`src/rtl/xif_result_queue.sv`:
```
// FIFO that buffers FPU results for the core-side result interface, with a
// per-id kill table so results of killed instructions are consumed and dropped.
module xif_result_queue #(
    parameter int unsigned DEPTH      = 4,
    parameter int unsigned X_ID_WIDTH = 4,
    parameter int unsigned XLEN       = 32
) (
    input  logic                      ck,
    input  logic                      rst,
    input  logic                      in_valid,
    output logic                      in_ready,
    input  logic [X_ID_WIDTH-1:0]     in_id,
    input  logic [XLEN-1:0]           in_data,
    input  logic [4:0]                in_rd,
    input  logic                      in_we,
    output logic                      out_valid,
    input  logic                      out_ready,
    output logic [X_ID_WIDTH-1:0]     out_id,
    output logic [XLEN-1:0]           out_data,
    output logic [4:0]                out_rd,
    output logic                      out_we,
    input  logic                      commit_valid,
    input  logic [X_ID_WIDTH-1:0]     commit_id,
    input  logic                      commit_kill,
    output logic [$clog2(DEPTH):0]    count,
    output logic [7:0]                drop_cnt
);

    localparam int unsigned AW  = $clog2(DEPTH);
    localparam int unsigned CW  = AW + 1;
    localparam int unsigned NID = 1 << X_ID_WIDTH;

    typedef struct packed {
        logic [X_ID_WIDTH-1:0] id;
        logic [XLEN-1:0]       data;
        logic [4:0]            rd;
        logic                  we;
    } entry_t;

    entry_t           mem_q [DEPTH];
    entry_t           head;
    logic [AW-1:0]    wptr_q, wptr_d;
    logic [AW-1:0]    rptr_q, rptr_d;
    logic [CW-1:0]    count_q, count_d;
    logic [NID-1:0]   kill_q, kill_d;
    logic [7:0]       drop_cnt_q, drop_cnt_d;

    logic             accept;
    logic             kill_hit;
    logic             push;
    logic             drop;
    logic             pop;

    // Handshake status depends only on registered occupancy.
    assign in_ready  = (count_q < CW'(DEPTH));
    assign out_valid = (count_q != '0);
    assign accept    = in_valid && in_ready;
    // A kill issued in the same cycle as the result still catches it.
    assign kill_hit  = kill_q[in_id] || (commit_valid && commit_kill && (commit_id == in_id));
    assign push      = accept && !kill_hit;
    assign drop      = accept && kill_hit;
    assign pop       = out_valid && out_ready;

    assign head     = mem_q[rptr_q];
    assign out_id   = head.id;
    assign out_data = head.data;
    assign out_rd   = head.rd;
    assign out_we   = head.we;
    assign count    = count_q;
    assign drop_cnt = drop_cnt_q;

    // Next-state for pointers, occupancy, kill table and drop counter.
    always_comb begin
        wptr_d     = wptr_q;
        rptr_d     = rptr_q;
        count_d    = count_q;
        kill_d     = kill_q;
        drop_cnt_d = drop_cnt_q;

        if (push) wptr_d = wptr_q + AW'(1);
        if (pop)  rptr_d = rptr_q + AW'(1);

        case ({push, pop})
            2'b10:   count_d = count_q + CW'(1);
            2'b01:   count_d = count_q - CW'(1);
            default: count_d = count_q;
        endcase

        // The drop consumes the kill, so its clear is applied after the commit update.
        if (commit_valid) kill_d[commit_id] = commit_kill;
        if (drop)         kill_d[in_id]     = 1'b0;

        if (drop && (drop_cnt_q != 8'hFF)) drop_cnt_d = drop_cnt_q + 8'd1;
    end

    always_ff @(posedge ck or negedge rst) begin
        if (!rst) begin
            wptr_q     <= '0;
            rptr_q     <= '0;
            count_q    <= '0;
            kill_q     <= '0;
            drop_cnt_q <= '0;
        end else begin
            wptr_q     <= wptr_d;
            rptr_q     <= rptr_d;
            count_q    <= count_d;
            kill_q     <= kill_d;
            drop_cnt_q <= drop_cnt_d;
        end
    end

    // Payload storage needs no reset; it is only observed while out_valid is high.
    always_ff @(posedge ck) begin
        if (push) begin
            mem_q[wptr_q] <= '{id: in_id, data: in_data, rd: in_rd, we: in_we};
        end
    end

endmodule

```
`config.mk`:
```
export PLATFORM = sky130hd
export DESIGN_NAME = xif_result_queue
export DESIGN_NICKNAME = d
export VERILOG_FILES = /design/src/rtl/xif_result_queue.sv
export SDC_FILE = /design/constraint.sdc
export NUM_CORES = 1
export LEC_CHECK = 0
export CORE_ASPECT_RATIO = 0.5
export CORE_UTILIZATION = 45
export CTS_BUF_LIST = sky130_fd_sc_hd__clkbuf_8
export DETAILED_ROUTE_END_ITERATION = 7
export GPL_TIMING_DRIVEN = 0
export PLACE_DENSITY_LB_ADDON = 0.15
export SYNTH_ARGS = -nofsm -noshare
export SYNTH_HDL_FRONTEND = slang
export SYNTH_SLANG_ARGS = --single-unit
```
`constraint.sdc`:
```
create_clock -name ck -period 8.65 [get_ports ck]
set_clock_uncertainty 0.05 [all_clocks]
set_input_delay 1.73 -clock ck [delete_from_list [all_inputs] [get_ports ck]]
set_output_delay 1.73 -clock ck [all_outputs]
set_load 0.1 [all_outputs]
```
# [Word level (Yosys, flattened, before mapping)]
# Memories as Yosys holds them, arrays and structs flattened.
# Index checks and enable logic that the tools add are counted.
[word_totals] ff_bits=31 ram_bits=168 output_inout_bits=55 wordCells=47 mem_count=1
[classes] n_addsub=5 n_lt_le_gt_ge=5 eq_ne=4 n_mux=12 bitwise_logic=2 n_reduce_logical=13
[memory_table] name="mem_q" depth=4 word_bits=42 read_ports=1 rd_clocked_by_memory_dff=0 wr=1 line="40" source="entry_t mem_q [DEPTH];"
[ops] operator="16-bit two-way mux" n=2
[ops] operator="16-bit bitwise AND" n=1
[ops] operator="16-bit bitwise mux" n=1
[ops] operator="16-bit inverter" n=1
[ops] operator="4-bit by 5-bit less-than comparator with 1-bit output (second input constant)" n=2
[ops] operator="1-bit logical AND" n=9
[ops] operator="8-bit by 1-bit adder with 8-bit output (second input constant)" n=1
[ops] operator="1-bit demux with 4-bit select" n=2
[ops] operator="4-bit by 1-bit >= comparator with 1-bit output (second input constant)" n=2
[ops] operator="8-bit != test (second input constant)" n=1
[ops] operator="3-bit case mux with 2 select lines" n=1
[ops] operator="1-bit two-way mux" n=5
[ops] operator="2-bit by 1-bit adder with 2-bit output (second input constant)" n=2
[ops] operator="1-bit binary-select mux with 4-bit select" n=1
[ops] operator="4-bit == test" n=1
[ops] operator="3-bit by 1-bit adder with 3-bit output (second input constant)" n=1
[ops] operator="3-bit less-than comparator (second input constant)" n=1
[ops] operator="3-bit nonzero test" n=1
[ops] operator="3-bit by 1-bit subtractor with 3-bit output (second input constant)" n=1
[ops] operator="2-bit by 1-bit == test with 1-bit output (second input constant)" n=1
[ops] operator="2-bit == test (second input constant)" n=1
[ops] operator="2-bit nonzero test" n=1
[ops] operator="1-bit logical NOT" n=1
[ops] operator="1-bit logical OR" n=1

# [Logic depth before layout (Yosys ltp)]
[logic_depth] word_depth=8 depth_mapped=15 depth_no_buf=12

# [Least setup slack after synthesis]
# OpenSTA, ideal clock, no wires.
[synth_timing] kind="input to register" start="input in_id[1]" end="memory mem_q[0][0] (netlist name), enable pin" arrival_time_ps=3933 required_ps=8196 setup_slack_ps=4263 path_stages=8 path_cell_list="buf_6 buf_4 mux4_2 a32oi_1 and3_1 buf_6 buf_2 and3_1"
[synth_between] elab_chain_len=7 elab_cells_between_ends=9
[synth_lines] element="start: declaration" line="12" source="input logic [X_ID_WIDTH-1:0] in_id,"
[synth_lines] element="1-bit binary-select mux with 4-bit select / 4-bit == test (equally long branches)" line="59" source="assign kill_hit = kill_q[in_id] || (commit_valid && commit_kill && (commit_id == in_id));"
[synth_lines] element="1-bit two-way mux (implied by the code) / 1-bit logical AND (equally long branches)" line="59"
[synth_lines] element="1-bit logical OR (*)" line="59"
[synth_lines] element="1-bit logical NOT (*)" line="60" source="assign push = accept && !kill_hit;"
[synth_lines] element="1-bit logical AND (*)" line="60"
[synth_lines] element="1-bit two-way mux (*)" line="114" source="if (push) begin"
[synth_lines] element="1-bit two-way mux (implied by the code) (*)" line="115" source="mem_q[wptr_q] <= '{id: in_id, data: in_data, rd: in_rd, we: in_we};"
[synth_lines] element="end: declaration" line="40"
# Mark *: on every way between the ends. The rest lies on a longest branch, timed or not. The select of a mux whose other input is x is not followed.

# [Worst setup path in the final report]
[layout_timing] start="register rptr_q[0]" end="output out_data[25]"
[layout_between] elab_chain_len=1
[layout_lines] element="start: declaration" line="43" source="logic [AW-1:0] rptr_q, rptr_d;"
[layout_lines] element="start signal: assignment" line="105" source="rptr_q <= rptr_d;"
[layout_lines] element="memory read 4 x 42 bit"
[layout_lines] element="end: declaration" line="19" source="output logic [XLEN-1:0] out_data,"
# Every way passes these cells.

==> results_tabular.tex <==
\begin{tabular}{lr}
\hline
Metric & Value \\
\hline
\multicolumn{2}{l}{\textbf{Run status}} \\
Status & finished, final reports clean \\
\multicolumn{2}{l}{\textbf{Cells and area}} \\
Fraction of final layout cells sized beyond drive strength 1 & 0.178 \\
Area delta synth->final & 21.9\% \\
Diodes inserted & 0 \\
Final Util & 0.576 \\
Number of nets in the layout & 603 \\
\multicolumn{2}{l}{\textbf{Die}} \\
Die width & 190 µm \\
DIE AREA & 18300 µm² \\
Starting utilization of the core area & 0.473 \\
Number of standard-cell rows in the floorplan & 33 \\
Number of ports placed on the die boundary & 107 \\
Core ar. & 16800 µm² \\
Height of the die & 96.1 µm \\
\multicolumn{2}{l}{\textbf{Critical path}} \\
Critical path's top delay family & buffers and inverters \\
Launch point of the critical path & rptr\_q[0] \\
Cell Chain, Critical Path & clkbuf\_1 -> buf\_2 -> mux4\_2 -> clkdlybuf4s50\_1 \\
FF-to-FF End & mem\_q[0][30] \\
Worst-path cell with the longest stage delay & sky130\_fd\_sc\_hd\_\_clkdlybuf4s50\_1 \\
Required time at the endpoint of the critical path & 6.87 ns \\
Max Fanout on Critical Path & 10 \\
Worst stage delay on the critical path & 1.00 ns \\
Arr. time, crit path & 3.20 ns \\
Category of the critical setup timing path & reg2out \\
Endpoint kind of the worst setup timing path & output port \\
R2R Setup Slk & 5.87 ns \\
Total buffers and inverters traversed by the critical path & 3 \\
Worst setup SP type & register \\
Worst Reg2Reg Path Length in Cells & 7 \\
Reg-to-Reg Start & kill\_q[7] \\
\multicolumn{2}{l}{\textbf{Clock network}} \\
Cts hold-fix bufs & 0 \\
Post-CTS Setup Bufs & 0 \\
Sinks on Clock Net & 199 \\
Clock tree root buffer cell & sky130\_fd\_sc\_hd\_\_clkbuf\_8 \\
Clock Latency Late Sink & 0.45 ns \\
Count of cells resized by post-cts repair & 0 \\
Clock tree from TritonCTS & done \\
Total number of H-tree levels & 4 \\
Post-CTS clock slew at the launch and capture registers of the worst setup and hold paths & 0.10 ns \\
Worst-case clock buffer depth & 2 \\
Number of buffers created by CTS & 17 \\
\multicolumn{2}{l}{\textbf{STA}} \\
WHS & 0.449 ns \\
Final Max Slew Viols & 0 \\
Highest Clock Rate & 0.201 GHz \\
Fin crit share & 0.576 \\
Shortest clock period the worst path allows after layout & 4.98 ns \\
Actual slew at the worst max-slew pin & 1.01 ns \\
Total Neg Setup Slack & 0 ns \\
Total of endpoints with negative setup slack in the final report & 0 \\
Setup repair after global routing missed its margin & false \\
Slew margin rel. & 0.321 \\
Endpoints failing hold & 0 \\
\multicolumn{2}{l}{\textbf{Global routing}} \\
Number of antenna violations at the first check in global routing & 0 \\
Vias in the first global route & 4314 \\
Maximum number of pins on one net before global-route repair & 32 \\
Overall Global Routing Usage & 0.175 \\
First-pass GRT wire length & 23500 µm \\
Sum of overflow across all layers after global routing & 0 \\
\multicolumn{2}{l}{\textbf{Yosys}} \\
Yosys Warn Count & 0 \\
Average instance area after synthesis & 19.1 µm² \\
Combinational family with the most area after synthesis & multiplexers \\
Synthesized-area fraction occupied by adder cells & 0.0119 \\
Cell area after synthesis & 7960 µm² \\
Number of flip-flops and latches in the synthesized netlist & 199 \\
Most frequent cell after synthesis & sky130\_fd\_sc\_hd\_\_edfxtp\_1 \\
Share of flip-flops with an asynchronous set or reset & 0.156 \\
Count of cell types in the netlist & 35 \\
Library cell with the largest summed area after synthesis & sky130\_fd\_sc\_hd\_\_edfxtp\_1 \\
Synth top area cells & sky130\_fd\_sc\_hd\_\_edfxtp\_1 (63\%), sky130\_fd\_sc\_hd\_\_mux4\_2 (12\%), sky130\_fd\_sc\_hd\_\_dfrtp\_1 (9.7\%) \\
Fraction of post-synthesis cell area in the top cell type by area & 0.633 \\
Primary FF master, synth & sky130\_fd\_sc\_hd\_\_edfxtp\_1 \\
Synth Area in XOR/XNOR & 0.0132 \\
Cells after synthesis & 417 \\
Multiplexer share of the synthesized area & 0.157 \\
Post-synth EDFFs & 168 \\
Post-synth top cells & sky130\_fd\_sc\_hd\_\_edfxtp\_1 (168), sky130\_fd\_sc\_hd\_\_mux4\_2 (44), sky130\_fd\_sc\_hd\_\_dfrtp\_1 (31) \\
Share of synthesized area occupied by flip-flops and latches & 0.731 \\
Net count after synthesis & 476 \\
Compound-Gate Fraction of Synth Area & 0.0179 \\
Area fraction in and, or, nand and nor cells after synthesis & 0.0500 \\
\multicolumn{2}{l}{\textbf{Route}} \\
Vias per cell & 5.25 \\
1st-pass router iterations & 6 \\
Number of nets with antenna violations after routing & 0 \\
Number of vias after detailed routing & 4107 \\
Post-route DRC & 0 \\
Iteration-0 DRC Markers & 239 \\
Highest metal layer with signal wires & met4 \\
Total length of routed wires & 14500 µm \\
WL met2 & 6960 µm \\
Detailed route wirelength on metal3 & 647 µm \\
Total routed wire length on the met1 layer & 6790 µm \\
Wire length per cell & 18.6 µm \\
\multicolumn{2}{l}{\textbf{Placed design}} \\
Detail Placement HPWL & 9300 µm \\
GP Congestion & 0.849 \\
Port-buffer cells & 104 \\
\multicolumn{2}{l}{\textbf{Hold path}} \\
Hold-critical path endpoint & count[0] \\
Class of the most critical hold timing path & reg2reg \\
Count of cells along the worst hold path & 1 \\
Hold Path Origin & count[0] \\
\multicolumn{2}{l}{\textbf{Flow run}} \\
Max-cap violation count & 0 \\
\hline
\end{tabular}
-- stage by stage --
step	worst slack [ns]	std cells	instance area, µm²
final	3.67	783	9710
after global routing	3.38	783	9710
after CTS	3.54	783	9710
after detailed placement	3.63	752	9370
after global placement	2.51	748	9290
after floorplan	4.26	417	7960
-- state kept, by name, indices dropped and copies added (netlist names) --
| name | count |
|---|---|
| mem_q | 168 |
| kill_q | 16 |
| drop_cnt | 8 |
| count | 3 |
| rptr_q | 2 |
| wptr_q | 2 |
-- per-layer routing --
| layer | up-vias | track usage |
|---|---|---|
| li1 | 1894 | - |
| met4 | 0 | 0.0607 |
| met1 | 2106 | 0.239 |
| met5 | - | 0 |
| met3 | 14 | 0.0412 |
| met2 | 93 | 0.281 |
-- worst register-to-register path, cell delays in order (launching register included) --
cell and delay, ns:
sky130_fd_sc_hd__dfrtp_1 0.38, sky130_fd_sc_hd__mux4_2 0.46, sky130_fd_sc_hd__a32oi_1 0.16, sky130_fd_sc_hd__and3_1 0.19
sky130_fd_sc_hd__buf_6 0.13, sky130_fd_sc_hd__buf_2 0.23, sky130_fd_sc_hd__and3_2 0.60, sky130_fd_sc_hd__buf_12 0.27
-- cell families (layout without fill, tap and decap cells) --
logic type | after synthesis | in the layout
flops | 199 | 199
simple gates | 78 | 78
xor+xnor | 12 | 12
compound gates | 20 | 20
buf+inv | 32 | 171
fa+ha+maj | 7 | 7
mux | 69 | 69
-- layout make-up --
type | instances | area (µm²)
well taps | 227 | 284
inverters | 12 | 45.0
repair buffers | 108 | 1120
plain buffers | 20 | 108
clock inverters | 14 | 105
multi-input cells | 186 | 2000
flip-flops and latches | 199 | 5820
fillers | 1340 | 7140
clock buffers | 17 | 234
-- worst max-delay path by stage --
stage / end / cells after the start
after floorplan: mem_q[0][0] / 8
after global placement: mem_q[2][24] / 7
after detailed placement: mem_q[0][30] / 8
after CTS: out_data[9] / 4
after global routing: out_data[13] / 4
final: out_data[25] / 4
-- placed cells by master (no fill, tap or decap), drive strengths merged, types with 7 or more instances in the layout --
master / synthesis / layout
a21oi: 10 / 10
and3: 7 / 7
buf: 10 / 15
clkbuf: 10 / 27
clkdlybuf4s50: 0 / 103
dfrtp: 31 / 31
edfxtp: 168 / 168
inv: 12 / 20
mux2i: 21 / 21
mux4: 44 / 44
nand2: 10 / 10
nand3: 12 / 12
nor2: 19 / 19
nor3: 14 / 14
xnor2: 7 / 7
Power is left out: the tool's default activity adds up to more than one toggle a clock period on the data nets, which glitch-free logic cannot reach.
